$ cat src/rtl/serial_add_seq.sv
// serial_add_seq: bit-serial adder computing {cout,sum} = op_a + op_b + cin.
// One operand bit is consumed per SHIFT cycle, LSB first; the result is
// published only when the last bit has been added.
// Optional feature macro: SERIAL_ADD_SEQ_OVF_EN adds a registered signed
// overflow output 'ovf'.
module serial_add_seq #(
    parameter int WIDTH = 4
) (
    input  logic             clk,
    input  logic             rst,
    input  logic             start,
    input  logic [WIDTH-1:0] op_a,
    input  logic [WIDTH-1:0] op_b,
    input  logic             cin,
    output logic             busy,
    output logic             shift_ctrl,
    output logic             done,
    output logic [WIDTH-1:0] sum,
`ifdef SERIAL_ADD_SEQ_OVF_EN
    output logic             ovf,
`endif
    output logic             cout
);

    localparam int CW = (WIDTH > 2) ? $clog2(WIDTH) : 1;

    typedef enum logic [1:0] {
        IDLE  = 2'd0,
        SHIFT = 2'd1,
        DONE  = 2'd2
    } state_t;

    state_t         state;
    state_t         state_nxt;

    logic [WIDTH-1:0] a_q;
    logic [WIDTH-1:0] b_q;
    logic [WIDTH-1:0] psum_q;
    logic             carry_q;
    logic [CW-1:0]    cnt_q;

    logic             bit_s;
    logic             carry_nxt;
    logic             last_bit;

    // Full-adder slice on the current LSBs and the running carry.
    assign bit_s     = a_q[0] ^ b_q[0] ^ carry_q;
    assign carry_nxt = (a_q[0] & b_q[0]) | (a_q[0] & carry_q) | (b_q[0] & carry_q);
    assign last_bit  = (cnt_q == CW'(WIDTH - 1));

    // State register; reset wins over any pending start.
    always_ff @(posedge clk) begin
        // NOTE: sequential state uses non-blocking assignments so every
        // register samples pre-edge values regardless of block ordering.
        if (rst) begin
            state <= IDLE;
        end else begin
            state <= state_nxt;
        end
    end

    // Next-state decode and Moore outputs.
    always_comb begin
        // NOTE: every output gets a default first so no path through the
        // case statement can leave a signal unassigned and infer a latch.
        state_nxt  = state;
        busy       = 1'b0;
        shift_ctrl = 1'b0;
        done       = 1'b0;
        case (state)
            IDLE: begin
                if (start) begin
                    state_nxt = SHIFT;
                end
            end
            SHIFT: begin
                busy       = 1'b1;
                shift_ctrl = 1'b1;
                if (last_bit) begin
                    state_nxt = DONE;
                end
            end
            DONE: begin
                busy      = 1'b1;
                done      = 1'b1;
                state_nxt = IDLE;
            end
            default: begin
                state_nxt = IDLE;
            end
        endcase
    end

    // Operand capture, serial add, and result publication on the final bit.
    always_ff @(posedge clk) begin
        // NOTE: the datapath registers are few and an aborted add must leave
        // no trace, so all of them are cleared on reset (this is not a RAM).
        if (rst) begin
            a_q     <= '0;
            b_q     <= '0;
            psum_q  <= '0;
            carry_q <= 1'b0;
            cnt_q   <= '0;
            sum     <= '0;
            cout    <= 1'b0;
`ifdef SERIAL_ADD_SEQ_OVF_EN
            ovf     <= 1'b0;
`endif
        end else begin
            case (state)
                IDLE: begin
                    if (start) begin
                        a_q     <= op_a;
                        b_q     <= op_b;
                        carry_q <= cin;
                        cnt_q   <= '0;
                    end
                end
                SHIFT: begin
                    a_q     <= a_q >> 1;
                    b_q     <= b_q >> 1;
                    psum_q  <= {bit_s, psum_q[WIDTH-1:1]};
                    carry_q <= carry_nxt;
                    cnt_q   <= cnt_q + CW'(1);
                    if (last_bit) begin
                        sum  <= {bit_s, psum_q[WIDTH-1:1]};
                        cout <= carry_nxt;
`ifdef SERIAL_ADD_SEQ_OVF_EN
                        // carry_q is the carry into the MSB on this edge.
                        ovf  <= carry_q ^ carry_nxt;
`endif
                    end
                end
                default: begin
                end
            endcase
        end
    end

endmodule

$ cat config.mk
export PLATFORM = sky130hd
export DESIGN_NAME = serial_add_seq
export DESIGN_NICKNAME = d
export VERILOG_FILES = /design/src/rtl/serial_add_seq.sv
export SDC_FILE = /design/constraint.sdc
export NUM_CORES = 1
export LEC_CHECK = 0
export CAP_MARGIN = 20
export CORE_AREA = 8 8 54 56
export CTS_BUF_LIST = sky130_fd_sc_hd__clkbuf_8
export DETAILED_ROUTE_END_ITERATION = 10
export DIE_AREA = 0 0 62 64
export MAX_ROUTING_LAYER = met4
export PLACE_DENSITY_LB_ADDON = 0.12
export SYNTH_ARGS = -nofsm -noshare
export SYNTH_HDL_FRONTEND = slang
export SYNTH_SLANG_ARGS = --single-unit
$ cat constraint.sdc
create_clock -name clk -period 1.9 [get_ports clk]
set_input_delay 0.38 -clock clk [delete_from_list [all_inputs] [get_ports clk]]
set_output_delay 0.38 -clock clk [all_outputs]
set_load 0.005 [all_outputs]
## Yosys cells after proc, flatten, opt, wreduce, memory -nomap -nowiden

Cells that the tools add are included.

- Flip-flop bits (word level): 22
- Input port bits: 12
- Output and inout port bits: 8

- Multiplexer cells: 14
- Reductions and logical operators: 6
- Equality and inequality tests: 5
- Add/sub/neg operators: 1
- Bitwise logic cells: 7

Operators with widths:

| operator | number |
|---|---|
| case mux 4 bit (2 select lines) | 2 |
| two-way mux 4 bit | 2 |
| case mux 2 bit (2 select lines) | 2 |
| two-way mux 2 bit | 3 |
| AND reduction 2 bit | 3 |
| equality test 2 bit, second input constant | 2 |
| two-way mux 1 bit | 4 |
| != test 2 bit, second input constant | 2 |
| bitwise AND 1 bit | 3 |
| adder 2 x 1 -> 2 bit, second input constant | 1 |
| equality test 2 x 1 -> 1 bit, second input constant | 1 |
| zero test 2 bit | 1 |
| OR 1 bit | 2 |
| case mux 1 bit (2 select lines) | 1 |
| nonzero test 2 bit | 1 |
| OR reduction 2 bit | 1 |
| bitwise XOR 1 bit | 2 |

## Logic depth before layout (Yosys ltp)

- Depth after elaboration: 4
- Gate-level depth with buffers: 6
- Gate-level depth less buffers: 5

## Worst setup path before layout

OpenSTA, ideal clock, no wires.

- Path kind: register to register
- From: register state[0]
- To: register a_q[3]
- Stages on the path, launching flop included: 7
- Slack: 510 ps
- Data required time: 1,758 ps
- Arrival time: 1,248 ps
- Clock period less this slack: 1,390 ps
- Path through: dfxtp_1 > inv_1 > ha_1 > mux2_4 > buf_12 > nand3b_4 > a21oi_2

- Longest elaborated chain between the ends: 3
- Elaborated cells on any way between the ends: 6
- Those cells by class: eq/ne (2); mux (1); reduce/logical (3)

RTL lines:

| element | line | source |
|---|---|---|
| start, declared | 33 | `state_t state;` |
| start signal, assigned | 58 | `state <= state_nxt;` |
| equality test 2 x 1 -> 1 bit / zero test 2 bit (equally long branches) | 110 | `case (state)` |
| nonzero test 2 bit (no source line) / != test 2 bit (equally long branches) | - |  |
| AND reduction 2 bit (no source line) | - |  |
| end signal, assigned | 113 | `a_q <= op_a;` |
| end signal, assigned | 120 | `a_q <= a_q >> 1;` |
| end, declared | 36 | `logic [WIDTH-1:0] a_q;` |

Parallel ways exist; a longest one is shown, timed or not.
A chain may end at the register's enable or synchronous reset.

## Final worst setup path

- From: register state[1]
- To: output busy

- Longest elaborated chain between the ends: 3
- Elaborated cells on any way between the ends: 4
- Those cells by class: eq/ne (2); mux (1); reduce/logical (1)

RTL lines:

| element | line | source |
|---|---|---|
| equality test 2 x 1 -> 1 bit / equality test 2 bit (equally long branches) | 70 | `case (state)` |
| OR reduction 2 bit (no source line) * | - |  |
| two-way mux 1 bit * | 70 |  |
| end, declared | 15 | `output logic busy,` |

Mark *: on every way between the ends. The rest lies on a longest branch, timed or not.

==> impl_results.md <==
* Worst-skew pair later-pin latency at around 0.25 ns
* PwrDens at ~770 nW/um^2
* I/O Buffers at 19
* Count of different cell masters after synthesis at 24
* DP Area at approximately 1200 sq um
* Least-Margin Pin Slew at ~0.39 ns
* Post-Synth XOR/XNOR Area at 0%
* Largest net degree at the start of global routing at 22
* GR peak layer: met2
* Worst Setup Slack, final at around 0.076 ns
* All-Layer GR Usage at around a tenth
* Fin area at between 1000 and 1500 sq um
* Number of flops mapped to enable cells by yosys at 0
* Total CTS buffers at 3
* Met1 Usage GRT at between 10% and 20%
* Rel. slew slack at 73.00%
* CTS tree: yes
* Crit share post-route at between 90% and 100%
* Combinational share of power at 21.4%
* Cells after Synth at 98
* Gpl congestion at between 0.7 and 0.8
* Antenna diodes at 0
* RSZ-0062 raised after global routing: no
* Net load switching power at between 200 and 300 uW
* Largest stage delay, worst path at 0.50 ns
* Mapped Nets at around 120
* Initial Util at 48.07%
* First-pass GRT wire length at around 3200 um
* Critical Path, Cell by Cell: inv_1 -> ha_1 -> clkdlybuf4s50_1
* Pre-CTS setup slack at 0.2874 ns
* Max VDD drop at around 0.42 mV
* Placed wire-length estimate at roughly 1400 um
* Buf/Inv on CP at 2
* Post-Syn Area per Cell at ~10 sq um
* Clock share of power at 28.4%
* Number of remaining DRC errors at 0
* Fin nets at about 140
* Switching portion of total power at 26.27%
* Slew Viols, Final at 0
* Area grow syn2layout at 24.60%
* Die area at 3968 sq um
* Setup violators final at 0
* CP arrival at around 1.4 ns
* #FFs+latches synth at 21
* Largest family of logic cells by synthesized area: simple AND/OR/NAND/NOR gates
* Worst-path clk slew at 0.07 ns
* Seq/Total Area, Yosys at 41.53%
* Simple-Gate Fraction of Synth Area at 17.68%
* Total of max-cap violations at 0
* Routed Wire Length at 1879 um
* Internal Power at 716.0 uW
* HP Class: reg2reg
* Routed vias/inst at 4.973
* Critical Path RT at 1.52 ns
* Post-synth ARST share at 0%
* GRT met3 Usage at around 2%
* Share of layout cells above drive strength 1 at 16.95%
* Post-Syn Area at roughly 1000 sq um
* CTS Buffer Depth at 2
* H-tree levels at 1
* DR vias at between 700 and 800
* Flop pwr share at 50.2%
* Crit Path Max Fanout at 3
* Post-synth top cells: 21 x dfxtp_1, 11 x mux2i_1, 10 x nor2_1
* Pleak at slightly below 0.0005 uW
* Die W at ~62 um
* Post-synth top area share at 41.53%
* CP Launch Type: flop
* WS Path Type: reg2out
* Ports at 20
* Site Rows at 17
* Top delay family on crit path: buffers and inverters
* Prevailing post-synth register cell: dfxtp_1
* Crit-path slowest cell: clkdlybuf4s50_1
* Synth Area in Adders at 6.922%
* Final ANT Viol Nets at 0
* Status: completed
* 1st-pass router iterations at 2
* Top-count cell post-synth: dfxtp_1
* Clock skew at 0.002105 ns
* Cell taking the most area after synthesis: dfxtp_1
* CTS Root Cell: clkbuf_8
* Ys Warns at 0
* Routing usage on met2 at 15.01%
* CP endpoint kind: output pin
* Top cells by area, synth: dfxtp_1 42%, mux2i_1 11%, a211oi_2 8.7%
* Core area at about 2100 sq um
* Mux cell area share after synthesis at 12.36%
* Wire per inst at around 13 um
* Synth Area in Compound Gates at 15.95%
* Setup TNS at 0 ns
* DR iter-0 viols at 6
* Die height at 64 um
* Vias in the first global route at 724
* Clock sink total at 21
* Initial antenna violation count at 0
* GR Overflow Total at 0
* Hold Vio Cnt, Final at 0
* Crit path time final at 1.824 ns
* Peak Freq at between 500 and 600 MHz
## registers in the layout (all words and copies together) (netlist names)
name and flops:
state 2, b_q 4, psum_q 3, cnt_q 2
carry_q 1, cout 1, a_q 4, sum 4
## power groups by stage
stage / combinational (uW) / clock (uW) / sequential, uW
floorplan: 158 / 0 / 493
CTS: 210 / 287 / 487
global placement: 202 / 0 / 497
detailed placement: 208 / 0 / 498
finish: 208 / 276 / 487
global route: 227 / 303 / 491
## final timing paths
path                    startpoint                   to  slack [ns]  depth (start not counted)
max reg2reg  state[1]$_SDFFE_PP0P_  b_q[2]$_SDFFE_PP0P_        0.32                          6
max          state[1]$_SDFFE_PP0P_                 busy        0.08                          3
min            sum[2]$_SDFFE_PP0P_  sum[2]$_SDFFE_PP0P_        0.45                          2
min reg2reg    sum[2]$_SDFFE_PP0P_  sum[2]$_SDFFE_PP0P_        0.45                          2
## worst register-to-register path, delay by kind of cell, from the launching register on
family                   cells  cell delay, ns
buffers and inverters        2            0.27
multiplexers                 1            0.40
adder cells (fa/ha/maj)      1            0.21
AND/OR/NAND/NOR              1            0.16
flip-flops                   1            0.36
AO/OA/AOI/OAI                1            0.06
## per-layer routing
layer | vias up | share of wire [%]
met4 | 0 | 0.75
met3 | 2 | 4.3
met1 | 334 | 49
li1 | 378 | -
met5 | - | 0
met2 | 12 | 46
## cell type report
| class | count | area (sq um) |
|---|---|---|
| Clock buffer | 3 | 41.29 |
| Clock inverter | 1 | 3.754 |
| Timing Repair Buffer | 22 | 212.7 |
| Inverter | 3 | 11.26 |
| Sequential cell | 21 | 421.7 |
| Multi-Input combinational cell | 68 | 535.5 |
| Tap cell | 28 | 35.03 |
| Fill cell | 186 | 844.6 |
## logic make-up (layout without fill, tap and decap cells)
family	Yosys count	count (layout)
flops	21	21
fa+ha+maj	5	5
buf+inv	9	29
compound gates	19	19
mux	12	12
simple gates	32	32
## through the flow
step | utilization, % | instances | total power [uW] | hold WS [ns]
6_report | 59.89 | 146 | 971.2 | 0.4545
5_1_grt | 59.89 | 146 | 1021 | 0.4765
4_1_cts | 59.83 | 146 | 984.0 | 0.4577
3_5_place_dp | 57.69 | 142 | 705.2 | 0.4470
3_3_place_gp | 57.69 | 142 | 698.8 | 0.4442
2_1_floorplan | - | 98 | 651.0 | 0.4400
## repair_timing
| action | in CTS | in global routing |
|---|---|---|
| hold buffers | 0 | 0 |
| endpoints found under the hold margin | 0 | 0 |
| setup endpoints to repair | 0 | 1 |
| resized for setup | 0 | 1 |
| setup buffers | 0 | 0 |
## cell usage in the layout (no fill, tap or decap), types with 4 or more instances in the layout
cell	count
mux2i_1	11
clkdlybuf4s50_1	19
nor2_1	10
nand3_1	5
dfxtp_1	20
nand2_1	9
inv_1	4
ha_1	4
a21oi_1	8
a211oi_2	7
(Power assumes the default switching activity.)
